$ cat src/rtl/synth_pkg.sv
// Shared voice definitions: envelope stage encoding and level range.
package synth_pkg;
    localparam int          ENV_W   = 16;
    localparam logic [15:0] ENV_MAX = 16'hFFFF;

    typedef enum logic [2:0] {
        IDLE    = 3'd0,
        ATTACK  = 3'd1,
        DECAY   = 3'd2,
        SUSTAIN = 3'd3,
        RELEASE = 3'd4
    } env_stage_t;
endpackage

$ cat src/rtl/tick_gen.sv
// Control-rate strobe: one-cycle tick every TICK_DIV clocks.
module tick_gen #(
    parameter int TICK_DIV = 50_000
) (
    input  logic clk,
    input  logic rst,
    output logic tick
);
    localparam int CW = (TICK_DIV > 1) ? $clog2(TICK_DIV) : 1;
    localparam logic [CW-1:0] LAST = CW'(TICK_DIV - 1);

    logic [CW-1:0] count;

    always_ff @(posedge clk) begin
        if (rst) begin
            count <= '0;
        end else if (count == LAST) begin
            count <= '0;
        end else begin
            count <= count + CW'(1);
        end
    end

    assign tick = (count == LAST);
endmodule

$ cat src/rtl/adsr_env.sv
// Linear ADSR envelope: gate synchroniser/edge detect, stage FSM and
// saturating 16-bit level datapath stepped once per control tick.
module adsr_env
    import synth_pkg::*;
#(
    parameter int CLKSPEED = 50_000_000,
    parameter int TICK_DIV = 50_000
) (
    input  logic             clk,
    input  logic             rst,
    input  logic             gate,
    input  logic [ENV_W-1:0] attack_step,
    input  logic [ENV_W-1:0] decay_step,
    input  logic [ENV_W-1:0] sustain_lvl,
    input  logic [ENV_W-1:0] release_step,
    output logic [ENV_W-1:0] env,
    output env_stage_t       stage,
    output logic             busy
);
    if (TICK_DIV < 2 || TICK_DIV > CLKSPEED) begin : g_bad_tick_div
        $error("adsr_env: TICK_DIV must be in 2..CLKSPEED");
    end

    function automatic logic [ENV_W-1:0] sat_add(input logic [ENV_W-1:0] a,
                                                 input logic [ENV_W-1:0] b);
        logic [ENV_W:0] s;
        s = {1'b0, a} + {1'b0, b};
        return s[ENV_W] ? ENV_MAX : s[ENV_W-1:0];
    endfunction

    function automatic logic [ENV_W-1:0] sat_sub(input logic [ENV_W-1:0] a,
                                                 input logic [ENV_W-1:0] b);
        logic [ENV_W:0] d;
        d = {1'b0, a} - {1'b0, b};
        return d[ENV_W] ? '0 : d[ENV_W-1:0];
    endfunction

    logic tick;

    tick_gen #(.TICK_DIV(TICK_DIV)) u_tick_gen (
        .clk  (clk),
        .rst  (rst),
        .tick (tick)
    );

    // Gate crossing: two sync flops, then the edge reference flop
    logic gate_sync_p0, gate_sync_p1, gate_prev_p2;
    logic rise, fall;

    always_ff @(posedge clk) begin
        if (rst) begin
            gate_sync_p0 <= 1'b0;
            gate_sync_p1 <= 1'b0;
            gate_prev_p2 <= 1'b0;
        end else begin
            gate_sync_p0 <= gate;
            gate_sync_p1 <= gate_sync_p0;
            gate_prev_p2 <= gate_sync_p1;
        end
    end

    assign rise = gate_sync_p1 & ~gate_prev_p2;
    assign fall = ~gate_sync_p1 & gate_prev_p2;

    env_stage_t       stage_next;
    logic [ENV_W-1:0] env_next;
    logic [ENV_W-1:0] lvl;

    always_ff @(posedge clk) begin
        if (rst) begin
            stage <= IDLE;
            env   <= '0;
        end else begin
            stage <= stage_next;
            env   <= env_next;
        end
    end

    // Gate edges take priority over a coincident tick; env holds on those cycles
    always_comb begin
        stage_next = stage;
        env_next   = env;
        lvl        = '0;
        if (rise) begin
            stage_next = ATTACK;
        end else if (fall && (stage == ATTACK || stage == DECAY || stage == SUSTAIN)) begin
            stage_next = RELEASE;
        end else if (tick) begin
            unique case (stage)
                IDLE: env_next = '0;
                ATTACK: begin
                    lvl      = (attack_step == '0) ? ENV_MAX : sat_add(env, attack_step);
                    env_next = lvl;
                    if (lvl == ENV_MAX) stage_next = DECAY;
                end
                DECAY: begin
                    lvl = sat_sub(env, decay_step);
                    if (decay_step == '0 || lvl <= sustain_lvl) begin
                        env_next   = sustain_lvl;
                        stage_next = SUSTAIN;
                    end else begin
                        env_next = lvl;
                    end
                end
                SUSTAIN: env_next = sustain_lvl;
                RELEASE: begin
                    lvl      = (release_step == '0) ? '0 : sat_sub(env, release_step);
                    env_next = lvl;
                    if (lvl == '0) stage_next = IDLE;
                end
                default: begin
                    env_next   = '0;
                    stage_next = IDLE;
                end
            endcase
        end
    end

    assign busy = (stage != IDLE);
endmodule
$ cat config.mk
export PLATFORM = sky130hd
export DESIGN_NAME = adsr_env
export DESIGN_NICKNAME = d
export VERILOG_FILES = /design/src/rtl/synth_pkg.sv /design/src/rtl/tick_gen.sv /design/src/rtl/adsr_env.sv
export SDC_FILE = /design/constraint.sdc
export NUM_CORES = 1
export LEC_CHECK = 0
export ABC_AREA = 1
export ABC_CLOCK_PERIOD_IN_PS = 7430
export CAP_MARGIN = 10
export CORE_MARGIN = 5
export CORE_UTILIZATION = 46
export CTS_CLUSTER_SIZE = 40
export DETAILED_ROUTE_END_ITERATION = 12
export HOLD_SLACK_MARGIN = 0.12
export PLACE_DENSITY = 0.69
export SETUP_SLACK_MARGIN = 0.4
export SYNTH_ARGS = -nofsm -noshare
export SYNTH_HDL_FRONTEND = slang
export SYNTH_SLANG_ARGS = --single-unit
$ cat constraint.sdc
create_clock -name clk -period 7.43 [get_ports clk]
set_input_delay 0.743 -clock clk [delete_from_list [all_inputs] [get_ports clk]]
set_output_delay 0.743 -clock clk [all_outputs]
set_load 0.1 [all_outputs]
---- Word level (Yosys, flattened, before mapping) ----
Cells that the tools add are included.
word-level totals
  register bits after elaboration ......... 38
  input bits .............................. 67
  output and inout bits ................... 20
  logic and storage cells ................. 71
operators by class
  add/sub/neg operators ................... 4
  $lt $le $gt $ge ......................... 1
  equality and inequality tests ........... 17
  mux-type cells .......................... 14
  bitwise operators ....................... 7
  reductions and logical operators ........ 20
operators by type and width
  kind                   count
  $mux 16                6
  $logic_not 16->1       4
  $pmux 16 s4            1
  $sub 16x16->17         2
  $eq 16x16->1 const B   2
  $add 16x16->17         1
  $add 16x1->16 const B  1
  $le 16x16->1           1
  $mux 3                 5
  $reduce_and 5->1       3
  $pmux 3 s4             1
  $ne 3x1->1 const B     3
  $ne 4x2->1 const B     2
  $eq 3x2->1 const B     2
  $ne 2x1->1 const B     3
  $reduce_bool 3->1      2
  $reduce_or 2->1        3
  $not 1->1              5
  $ne 4x4->1 const B     1
  $eq 3x1->1 const B     1
  $eq 3x3->1 const B     1
  $logic_not 3->1        1
  $logic_or 1x1->1       3
  $ne 3x3->1 const B     1
  7 further kinds        8

---- Longest topological paths before layout ----
Gate-level depths: netlist of run 1.
  depth in word-level cells ............... 9
  mapped depth ............................ 29
  depth with buffers taken out ............ 27

---- Cells and area by module ----
From an unflattened synthesis of run 1, not the netlist that was laid out.
second synthesis, totals
  cells, all modules ...................... 1091
  area, all modules ....................... 6127.1 µm²
by module, submodules not included
  module    instances  cells an instance  area each (µm²)  seq. area each (µm²)
  adsr_env  1          961                5267.6           440.4
  tick_gen  1          130                859.6            320.3

---- Worst setup path after synthesis of run 1 ----
OpenSTA, ideal clock, no wires.
  path kind ............................... register to register
  start point ............................. register env[1]
  end point ............................... register env[0]
  library setup time ...................... 71 ps
  arrival ................................. 4227 ps
  data required time ...................... 7359 ps
  setup slack ............................. 3132 ps
  stages on the path, launching flop included .. 26
  cells stage by stage .................... dfxtp_1 > inv_1 > fa_1 > inv_1 > nand3_1 > nand2_1 > a21o_1 > nand2_1 > or2_4 > nand2_4 > inv_4 > nor3b_2 > ha_1 > a21oi_1 > o21ai_0 > nand2_1 > o211ai_1 > nand2_1 > nand2_1 > nand2_1 > buf_2 > buf_2 > a21oi_1 > o21ai_0 > nand2_1 > a21oi_1
on the way
  word-level cells in the longest chain between the ends .. 6
  elaborated cells on any way between the ends .. 12
  those cells by class .................... 3 x add/sub; 1 x order compare; 7 x mux; 1 x reduce/logical
RTL lines
  element                   line            RTL
  start: declaration        adsr_env.sv:16  output logic [ENV_W-1:0] env,
  start signal: assignment  adsr_env.sv:75  env <= env_next;
  $sub 16x16->17            adsr_env.sv:34  d = {1'b0, a} - {1'b0, b};
  $mux 16                   adsr_env.sv:35  return d[ENV_W] ? '0 : d[ENV_W-1:0];
  $le 16x16->1              adsr_env.sv:98  if (decay_step == '0 || lvl <= sustain_lvl) begin
  $logic_or 1x1->1          adsr_env.sv:98
  $mux 16                   adsr_env.sv:98
  $pmux 16 s4 (*)           adsr_env.sv:89  unique case (stage)
Every way passes the cells marked *; elsewhere a longest branch is shown, timed or not.
A chain may end at the register's enable or synchronous reset.

---- Worst setup path in the final report of run 1 ----
  start point ............................. input decay_step[0]
  end point ............................... register env[0]
on the way
  word-level cells in the longest chain between the ends .. 6
  elaborated cells on any way between the ends .. 7
  those cells by class .................... 1 x add/sub; 1 x order compare; 3 x mux; 2 x reduce/logical
RTL lines
  element             line            RTL
  start: declaration  adsr_env.sv:13  input logic [ENV_W-1:0] decay_step,
  $sub 16x16->17      adsr_env.sv:34
  $mux 16             adsr_env.sv:35
  $le 16x16->1        adsr_env.sv:98
  $logic_or 1x1->1    adsr_env.sv:98
  $mux 16 (*)         adsr_env.sv:98
  $pmux 16 s4 (*)     adsr_env.sv:89
Marks and branches as above.

==> metrics, run 1 <==
worst-margin pin slew=1150 ps; CP max FO=29; Min-Delay Path Class=register to register; via count=6944; # diodes=0; final cycle utilization of the critical path=0.643; worst skew pair latency=290 ps; global-route wire length before repair=31.6 mm; share of cells above drive strength 1=0.0443; vias in the first global route=6447; TritonRoute pass-1 iters=5; post-DP HPWL=16.3 mm; initial antenna violation count=0; Post-synth EDFFs=0; Final min period=4780 ps; Clock Tree Root=clkbuf_16; Setup crit end kind=register; residual DRC count=0; final slew viol count=0; worst reg2reg setup slack=3030 ps; most frequent cells after synthesis=nand2_1, inv_1, nor2_1, nand3_1, a21oi_1; leak pwr=3.78 nW; Syn Nets=1202; core area=12800 sq um; synthesized area=6040 sq um; Post-CTS Hold Buffers=0; gp weighted congestion=0.948; number of synthesized register bits=38; ranking of synthesized cells by area=nand2_1, ha_1, dfxtp_1, inv_1, nand3_1; TritonCTS clock tree=built; Antenna Nets Post-Route=0; # Post-CTS Setup Buffers=0; GRT Total Usage=0.245; Yosys Warn Count=0; Clock Tree Buf Depth=2; clk sinks=38; Final Hold Fails=0; area growth from synthesis to layout=19.8%; GR Overflow Total=0; FILL cells=1407; WS Path Type=primary input to register; Post-Route WL=19.8 mm; Worst Setup Start Kind=primary input; power density relative to cell area=81.6 nW/um^2; final net count=1284; PostCTS Resize Cnt=0; Reg clk slew, reported paths=60 ps; post-DR vias/cell=5.25; syn_area_per_cell=5.66 sq um; final std cells w/o fill=1322; total die area=15500 sq um; Critical Path AT=4980 ps; Setup violations, final=0; largest net degree at the start of global routing=30; most common cell in the netlist=nand2_1; Max Fclk=209 MHz; RSZ-0062 raised after global routing=no; total negative slack=0 ps; IO Port Bufs=86; H-Tree Depth=2; Max-Cap Viols=0; Yosys top cell by area=nand2_1; dpl cells=1314; status=completed; register area share after synthesis=0.126; max_slew headroom=0.232; drt initial violations=576; row cnt=41; Die W=125 um; routed len/inst=15.0 um; Post-Synthesis Cells=1067; Die H=125 um; ys flop type=dfxtp_1; synth unique cells=56; I/O Pins=87; ys async rst share=0; Power Total=0.590 mW; Required @ worst endpoint=7630 ps; Worst Skew=3.85 ps; VDD IR max=0.0874 mV; Starting Density=0.473; post-synth top area share=0.183; CTS Buf Count=5
stage by stage:
step	util	setup WS, ps	area [sq um]	hold WS (ps)
final	0.567	2650	7240	400
after global placement	0.554	2540	7070	390
after floorplan	-	3130	6040	388
after detailed placement	0.554	2450	7070	397
after global routing	0.567	2130	7240	411
after CTS	0.567	2750	7240	399
final timing paths:
path,cells past startpoint,from,endpoint
worst min register to register,2,gate_sync_p0$_SDFF_PP0_,gate_sync_p1$_SDFF_PP0_
worst min-delay path,2,gate_sync_p0$_SDFF_PP0_,gate_sync_p1$_SDFF_PP0_
worst max register to register,23,env[1]$_SDFFE_PP0P_,env[0]$_SDFFE_PP0P_
worst max-delay path,24,decay_step[0],env[0]$_SDFFE_PP0P_
cell type report:
cell class / count / area (sq um) / area share
clock buffer: 5 / 125 / 0.0173
clock inverter: 3 / 40.0 / 0.00553
inverter: 194 / 731 / 0.101
multi-input combinational: 823 / 4500 / 0.621
sequential: 38 / 761 / 0.105
tap: 172 / 215 / 0.0297
timing repair buffer: 87 / 868 / 0.120
power breakdown:
part,total (mW),internal [mW],switching (mW),leakage [nW]
sequential,0.207,0.206,0.00100,0.307
clock,0.242,0.157,0.0853,0.0836
combinational,0.141,0.0636,0.0777,3.39
total,0.590,0.426,0.164,3.78
cell families (layout without fill, tap and decap cells):
kind of cell / count (synthesis) / after routing / share of synthesized area
AO/OA/AOI/OAI: 157 / 157 / 0.151
AND/OR/NAND/NOR: 587 / 587 / 0.433
XOR/XNOR: 11 / 11 / 0.0159
flip-flops: 38 / 38 / 0.126
buffers and inverters: 206 / 289 / 0.130
adder cells (fa/ha/maj): 68 / 68 / 0.145
critical path, stage by stage:
cell and delay [ps]:
clkdlybuf4s50_1 460, ha_1 260, fa_1 430, inv_1 80, nand3_1 60, nand2_1 100
a21o_1 160, nand2_1 70, or2_4 240, nand2_4 130, inv_4 60, nor3b_2 200
ha_1 270, a21oi_1 140, o21ai_0 100, nand2_1 70, o211ai_1 80, nand2_1 90
nand2_1 70, nand2_1 600, a21oi_1 150, o21ai_0 190, nand2_1 80, a21oi_1 150
per-layer routing:
| metal | up-vias | track usage | part of all wire |
|---|---|---|---|
| met5 | - | 0 | 0 |
| met4 | 0 | 0.0851 | 0.035 |
| met3 | 47 | 0.0403 | 0.066 |
| met2 | 206 | 0.413 | 0.45 |
| met1 | 3050 | 0.314 | 0.45 |
| li1 | 3641 | - | - |
sequential cells by signal, indices dropped and copies added (netlist names):
signal / flops
gate_sync_p0: 1
gate_prev_p2: 1
gate_sync_p1: 1
u_tick_gen.count: 16
stage: 3
env: 16
cell usage in the layout, fill, tap and decap left out, types with 5 or more instances in the layout:
master           count
nor4_1               7
nor3_1              12
a21oi_1             88
nand3_1             92
o21bai_1             6
nand2_2              8
nand3b_1             6
xnor2_1              7
a221oi_1             6
o22ai_1              6
clkdlybuf4s50_1     86
o21ai_0             22
nor2_1             114
ha_1                65
nand4_1             21
clkbuf_16            5
nand2_1            295
dfxtp_1             38
inv_1              191
(Power assumes the default switching activity.)
==> run 2: changes to the inputs <==
--- a/config.mk
+++ b/config.mk
@@ -6,14 +6,14 @@
 export NUM_CORES = 1
 export LEC_CHECK = 0
 export ABC_AREA = 1
-export ABC_CLOCK_PERIOD_IN_PS = 7430
+export ABC_CLOCK_PERIOD_IN_PS = 4280
 export CAP_MARGIN = 10
 export CORE_MARGIN = 5
 export CORE_UTILIZATION = 46
 export CTS_CLUSTER_SIZE = 40
 export DETAILED_ROUTE_END_ITERATION = 12
 export HOLD_SLACK_MARGIN = 0.12
-export PLACE_DENSITY = 0.69
+export PLACE_DENSITY = 0.72
 export SETUP_SLACK_MARGIN = 0.4
 export SYNTH_ARGS = -nofsm -noshare
 export SYNTH_HDL_FRONTEND = slang
==> constraint.sdc (replaced) <==
create_clock -name clk -period 4.28 [get_ports clk]
set_input_delay 0.428 -clock clk [delete_from_list [all_inputs] [get_ports clk]]
set_output_delay 0.428 -clock clk [all_outputs]
set_load 0.1 [all_outputs]
==> run 2 against run 1 <==
Clock skew rose by 3.3 ps. Core utilization rose by 6.8 points. Critical path depth fell by 1. Non-clock buffer count rose by 34. Wire length rose by 8.8%. Die area did not move. Hold slack barely moved. First-iteration DRC count rose by 34%. Register-to-register slack got worse by 2500 ps. Power rose by 87%.
==> metrics, run 2 (synthesized netlist as in run 1, its figures left out) <==
GRT Max-Usage Layer=met2 (unchanged); Power Total=1.11 mW (was 0.590 mW); worst hold endpoint=gate_sync_p1$_SDFF_PP0_ (unchanged); status=completed (unchanged); Min-Delay Path Class=register to register (unchanged); commonest cells after routing, fill and taps aside=nand2_1, inv_1, nor2_1 (unchanged); Top Registers=env x16, u_tick_gen.count x16, stage x3 (unchanged); Post-Route WL=21.5 mm (was 19.8 mm); total die area=15500 sq um (unchanged); Antenna Nets Post-Route=0 (unchanged); final slew viol count=0 (unchanged); GRT Total Usage=0.255 (was 0.245); worst reg2reg setup slack=540 ps (was 3030 ps); CP delay by family, top=compound AO/OA/AOI/OAI gates (was simple AND/OR/NAND/NOR gates); VDD IR max=0.165 mV (was 0.0874 mV); area growth from synthesis to layout=34.2% (was 19.8%); largest net degree at the start of global routing=24 (was 30); final cycle utilization of the critical path=0.888; residual DRC count=0 (unchanged); TritonRoute pass-1 iters=5 (unchanged); IO Port Bufs=86 (unchanged); M3 GR Usage=0.0300 (was 0.0403); worst skew pair latency=290 ps (about the same); Max-Cap Viols=0 (unchanged); H-Tree Depth=2 (unchanged); CP max FO=20 (was 29); commonest non-fill, non-tap cell in the layout=nand2_1 (unchanged); clk sinks=38 (unchanged); leak pwr=4.08 nW (was 3.78 nW); RSZ-0062 raised after global routing=yes (was no); Final min period=3800 ps; Max Fclk=263 MHz; Die W=125 um (unchanged); total negative slack=0 ps (unchanged); Reg clk slew, reported paths=60 ps (about the same); reg-to-reg endpoint=env[5]$_SDFFE_PP0P_ (was env[0]$_SDFFE_PP0P_); Die H=125 um (unchanged); share of cells above drive strength 1=0.149 (was 0.0443); met1 Use GR=0.341 (was 0.314); worst-margin pin slew=1080 ps (was 1150 ps); Setup crit end kind=register (unchanged); Critical path buffers and inverters=5 (was 3); drt initial violations=770 (was 576); row cnt=41 (unchanged); via count=7367 (was 6944); initial antenna violation count=0 (unchanged); GR Util met2=0.425 (was 0.413); Clock Tree Buf Depth=2 (unchanged); Starting Density=0.473 (unchanged); Required @ worst endpoint=4470 ps (was 7630 ps); vias in the first global route=6581 (was 6447); TritonCTS clock tree=built (unchanged); Final Core Density=0.635 (was 0.567); Worst Skew=7.17 ps (was 3.85 ps); power density relative to cell area=136 nW/um^2 (was 81.6 nW/um^2); routed len/inst=15.9 um (was 15.0 um); Setup violations, final=0 (unchanged); gp weighted congestion=0.985 (was 0.948); crit path cell chain=clkdlybuf4s50_1, inv_2, ha_4, a21oi_2, nor2_1, nor2_2, o21ai_2, a21oi_4, nand2_8, nand3b_1, inv_1, ha_1, nand4_1, buf_4, o221a_2, nand2_2, nand2_4, buf_12, a21oi_1, o21ai_1, nand2_1, nand2_1, a21oi_2 (was clkdlybuf4s50_1, ha_1, fa_1, inv_1, nand3_1, nand2_1, a21o_1, nand2_1, or2_4, nand2_4, inv_4, nor3b_2, ha_1, a21oi_1, o21ai_0, nand2_1, o211ai_1, nand2_1, nand2_1, nand2_1, a21oi_1, o21ai_0, nand2_1, a21oi_1); Clock Tree Root=clkbuf_16 (unchanged); Final Hold Fails=0 (unchanged); CP max stage delay=500 ps (was 600 ps); # diodes=0 (unchanged); global-route wire length before repair=33.2 mm (was 31.6 mm); I/O Pins=87 (unchanged); reg-to-reg critical path startpoint=env[0]$_SDFFE_PP0P_ (was env[1]$_SDFFE_PP0P_); Reg2Reg Depth=24 (was 23); post-DR vias/cell=5.43 (was 5.25); slowest CP cell=clkdlybuf4s50_1 (was nand2_1); WS Path Type=primary input to register (unchanged); CTS Buf Count=5 (unchanged); core area=12800 sq um (unchanged); Worst Setup Start Kind=primary input (unchanged); final net count=1319 (was 1284); hold path cells=2 (unchanged); Post-CTS Hold Buffers=0 (unchanged); post-DP HPWL=16.7 mm (was 16.3 mm); Critical Path AT=3990 ps (was 4980 ps); max_slew headroom=0.278 (was 0.232); GR Overflow Total=0 (unchanged); hold_sp=gate_sync_p0$_SDFF_PP0_ (unchanged)
-- run 2: stage by stage --
stage | hold WS (ps) | setup WS [ps] | std cells | instance area, sq um
after CTS | 404 | 414 | 1338 | 7440
final | 400 | 480 | 1357 | 8110
after global placement | 391 | 28.0 | 1329 | 7200
after global routing | 432 | 307 | 1357 | 8110
after floorplan | 388 | 407 | 1067 | 6060
after detailed placement | 395 | -57.5 | 1329 | 7200
-- run 2: worst max-delay path by stage --
stage / from / cells after the start / end / slack (ps)
floorplan: env[7]$_SDFFE_PP0P_ / 22 / env[0]$_SDFFE_PP0P_ / 410
global placement: decay_step[11] / 24 / env[10]$_SDFFE_PP0P_ / 30
detailed placement: decay_step[1] / 29 / env[0]$_SDFFE_PP0P_ / -60
CTS: decay_step[0] / 26 / env[10]$_SDFFE_PP0P_ / 410
global route: decay_step[9] / 23 / env[11]$_SDFFE_PP0P_ / 310
finish: decay_step[9] / 23 / env[5]$_SDFFE_PP0P_ / 480
-- run 2: metal layers --
layer | part of all wire | vias to the layer above
li1 | - | 3709
met1 | 0.44 | 3350
met2 | 0.46 | 247
met3 | 0.063 | 61
met4 | 0.038 | 0
met5 | 0 | -
-- run 2: timing repair --
item                                    in CTS  in global routing
pin swaps                                    2                 39
gates cloned                                 0                  2
gates resized for setup                     13                110
buffers inserted                             1                 17
endpoints found under the setup margin      19                 19
-- run 2: power by group --
| part | switching, mW | total (mW) | internal (mW) |
|---|---|---|---|
| clock | 0.156 | 0.468 | 0.311 |
| sequential | 0.00175 | 0.358 | 0.356 |
| combinational | 0.154 | 0.280 | 0.126 |
| total | 0.312 | 1.11 | 0.794 |
-- run 2: layout make-up --
type	count	area [sq um]
Fill cell	1198	4660
Inverter	194	738
Clock buffer	6	150
Timing Repair Buffer	121	1160
Sequential cell	38	777
Multi-Input combinational cell	824	5030
Tap cell	172	215
Clock inverter	2	38.8
-- run 2: worst min-delay path, stage by stage (launching register included) --
cell	delay [ps]
dfxtp_1	290
inv_1	40
nor2_1	30
==> run 3: changes to the inputs <==
--- a/config.mk
+++ b/config.mk
@@ -8,7 +8,7 @@
 export ABC_AREA = 1
 export ABC_CLOCK_PERIOD_IN_PS = 4280
 export CAP_MARGIN = 10
-export CORE_MARGIN = 5
+export CORE_MARGIN = 1
 export CORE_UTILIZATION = 46
 export CTS_CLUSTER_SIZE = 40
 export DETAILED_ROUTE_END_ITERATION = 12
==> run 3 against run 2 <==
Clock power shrank 21%. Global-route usage grew 3.9 points. Core utilization shrank 0.67 points. Sequential power is essentially flat. Fmax grew 0.18%. Wire length shrank 2.5%. Final area shrank 1.5%. First-iteration DRC count shrank 2.7%. Critical path depth grew 2. Final cell count shrank 0.29%. Hold slack gained 9.1 ps.
==> metrics, run 3 (synthesized netlist as in run 1, its figures left out) <==
via count=7345 (was 7367); GRT Total Usage=0.294 (was 0.255); drt initial violations=749 (was 770); CP delay by family, top=simple AND/OR/NAND/NOR gates (was compound AO/OA/AOI/OAI gates); vias in the first global route=6476 (was 6581); Power Total=1.00 mW (was 1.11 mW); worst reg2reg setup slack=530 ps (was 540 ps); row cnt=41 (unchanged); slowest CP cell=clkdlybuf4s50_1 (unchanged); gp weighted congestion=0.957 (was 0.985); CP max stage delay=500 ps (about the same); worst-margin pin slew=973 ps (was 1080 ps); Setup WS pre-CTS=-38.2 ps (was -57.5 ps); # diodes=0 (unchanged); Die H=117 um (was 125 um); reg-to-reg endpoint=env[8]$_SDFFE_PP0P_ (was env[5]$_SDFFE_PP0P_); I/O Pins=87 (unchanged); CTS Buf Count=5 (unchanged); reg-to-reg critical path startpoint=env[0]$_SDFFE_PP0P_ (unchanged); FILL cells=1241 (was 1198); final slew viol count=0 (unchanged); Worst Setup Start Kind=primary input (unchanged); Critical Path AT=3910 ps (was 3990 ps); Min-Delay Path Class=register to register (unchanged); Antenna Nets Post-Route=0 (unchanged); WS Path Type=primary input to register (unchanged); Critical path buffers and inverters=6 (was 5); commonest non-fill, non-tap cell in the layout=nand2_1 (unchanged); Worst Skew=4.92 ps (was 7.17 ps); Clock Tree Root=clkbuf_16 (unchanged); share of cells above drive strength 1=0.138 (was 0.149); Starting Density=0.475 (was 0.473); commonest cells after routing, fill and taps aside=nand2_1, inv_1, nor2_1 (unchanged); final std cells w/o fill=1353 (was 1357); worst hold endpoint=gate_sync_p1$_SDFF_PP0_ (unchanged); core area=12700 sq um (was 12800 sq um); final net count=1315 (was 1319); Reg clk slew, reported paths=60 ps (about the same); power density relative to cell area=126 nW/um^2 (was 136 nW/um^2); TritonCTS clock tree=built (unchanged); Required @ worst endpoint=4400 ps (was 4470 ps); most used cell, CP=nand2_1; TritonRoute pass-1 iters=5 (unchanged); max_slew headroom=0.349 (was 0.278); Reg2Reg Depth=26 (was 24); GR Overflow Total=0 (unchanged); Final Hold Fails=0 (unchanged); total die area=13600 sq um (was 15500 sq um); IO Port Bufs=86 (unchanged); Post-Route WL=21.0 mm (was 21.5 mm); Max-Cap Viols=0 (unchanged); Post-CTS Hold Buffers=0 (unchanged); Setup crit end kind=register (unchanged); global-route wire length before repair=30.9 mm (was 33.2 mm); Setup violations, final=0 (unchanged); largest net degree at the start of global routing=24 (unchanged); final cycle utilization of the critical path=0.886 (was 0.888); Final min period=3790 ps (was 3800 ps); clk sinks=38 (unchanged); hold_sp=gate_sync_p0$_SDFF_PP0_ (unchanged); Top Registers=env x16, u_tick_gen.count x16, stage x3 (unchanged); initial antenna violation count=0 (unchanged); RSZ-0062 raised after global routing=yes (unchanged); critical path depth=25 (was 23); hold path cells=2 (unchanged); Max Fclk=264 MHz (was 263 MHz); dpl cells=1327 (was 1329); Clock Tree Buf Depth=2 (unchanged); residual DRC count=0 (unchanged); status=completed (unchanged); post-DR vias/cell=5.43 (about the same); area growth from synthesis to layout=32.3% (was 34.2%); routed len/inst=15.5 um (was 15.9 um); Die W=117 um (was 125 um); worst setup margin=487 ps (was 480 ps); CP max FO=11 (was 20); post-DP HPWL=16.2 mm (was 16.7 mm); H-Tree Depth=2 (unchanged); leak pwr=4.11 nW (was 4.08 nW); worst skew pair latency=280 ps (was 290 ps); VDD IR max=0.168 mV (was 0.165 mV)
[run 3: how the worst max path moves through the flow]
stage / start / endpoint / slack (ps)
final: decay_step[8] / env[8]$_SDFFE_PP0P_ / 490
after global routing: decay_step[8] / env[14]$_SDFFE_PP0P_ / 320
after CTS: decay_step[0] / env[1]$_SDFFE_PP0P_ / 400
after detailed placement: decay_step[0] / env[11]$_SDFFE_PP0P_ / -40
after global placement: decay_step[9] / env[1]$_SDFFE_PP0P_ / -20
after floorplan: env[7]$_SDFFE_PP0P_ / env[0]$_SDFFE_PP0P_ / 410
[run 3: area by class of cell]
class	count	area (sq um)	area share
multi-input cells	823	4920	0.616
repair buffers	118	1190	0.149
clock inverters	2	11.3	0.00141
well taps	172	215	0.0269
clock buffers	6	139	0.0174
inverters	194	738	0.0924
flip-flops and latches	38	777	0.0972
[run 3: layer usage]
metal,up-vias,track usage,share of wire
li1,3703,-,-
met1,3240,0.368,0.41
met2,326,0.483,0.46
met3,76,0.0571,0.082
met4,0,0.141,0.045
met5,-,0,0
[run 3: report_power, final]
| part | total (mW) | internal [mW] | leakage, nW | switching [mW] |
|---|---|---|---|---|
| clock | 0.371 | 0.231 | 0.0772 | 0.140 |
| sequential | 0.358 | 0.356 | 0.312 | 0.00177 |
| combinational | 0.275 | 0.124 | 3.73 | 0.151 |
[run 3: stage by stage]
| stage | cell area (sq um) | setup TNS [ps] | utilization | hold slack, ps |
|---|---|---|---|---|
| after CTS | 7380 | 0 | 0.580 | 414 |
| after global routing | 7990 | 0 | 0.628 | 446 |
| final | 7990 | 0 | 0.628 | 410 |
| after detailed placement | 7200 | -141 | 0.566 | 404 |
| after floorplan | 6060 | 0 | - | 388 |
| after global placement | 7200 | -40.4 | 0.566 | 393 |
[run 3: what timing repair did]
action / 4_1_cts / 5_1_grt
cloned: 0 / 2
setup endpoints to repair: 19 / 19
pin swaps: 0 / 36
resized for setup: 7 / 116
buffers inserted: 0 / 16
[run 3: worst register-to-register path, delay by kind of cell (launching register included)]
kind	cells	cell delay (ps)
AND/OR/NAND/NOR	13	1590
adder cells (fa/ha/maj)	3	670
buffers and inverters	6	580
AO/OA/AOI/OAI	4	400
flip-flops	1	370
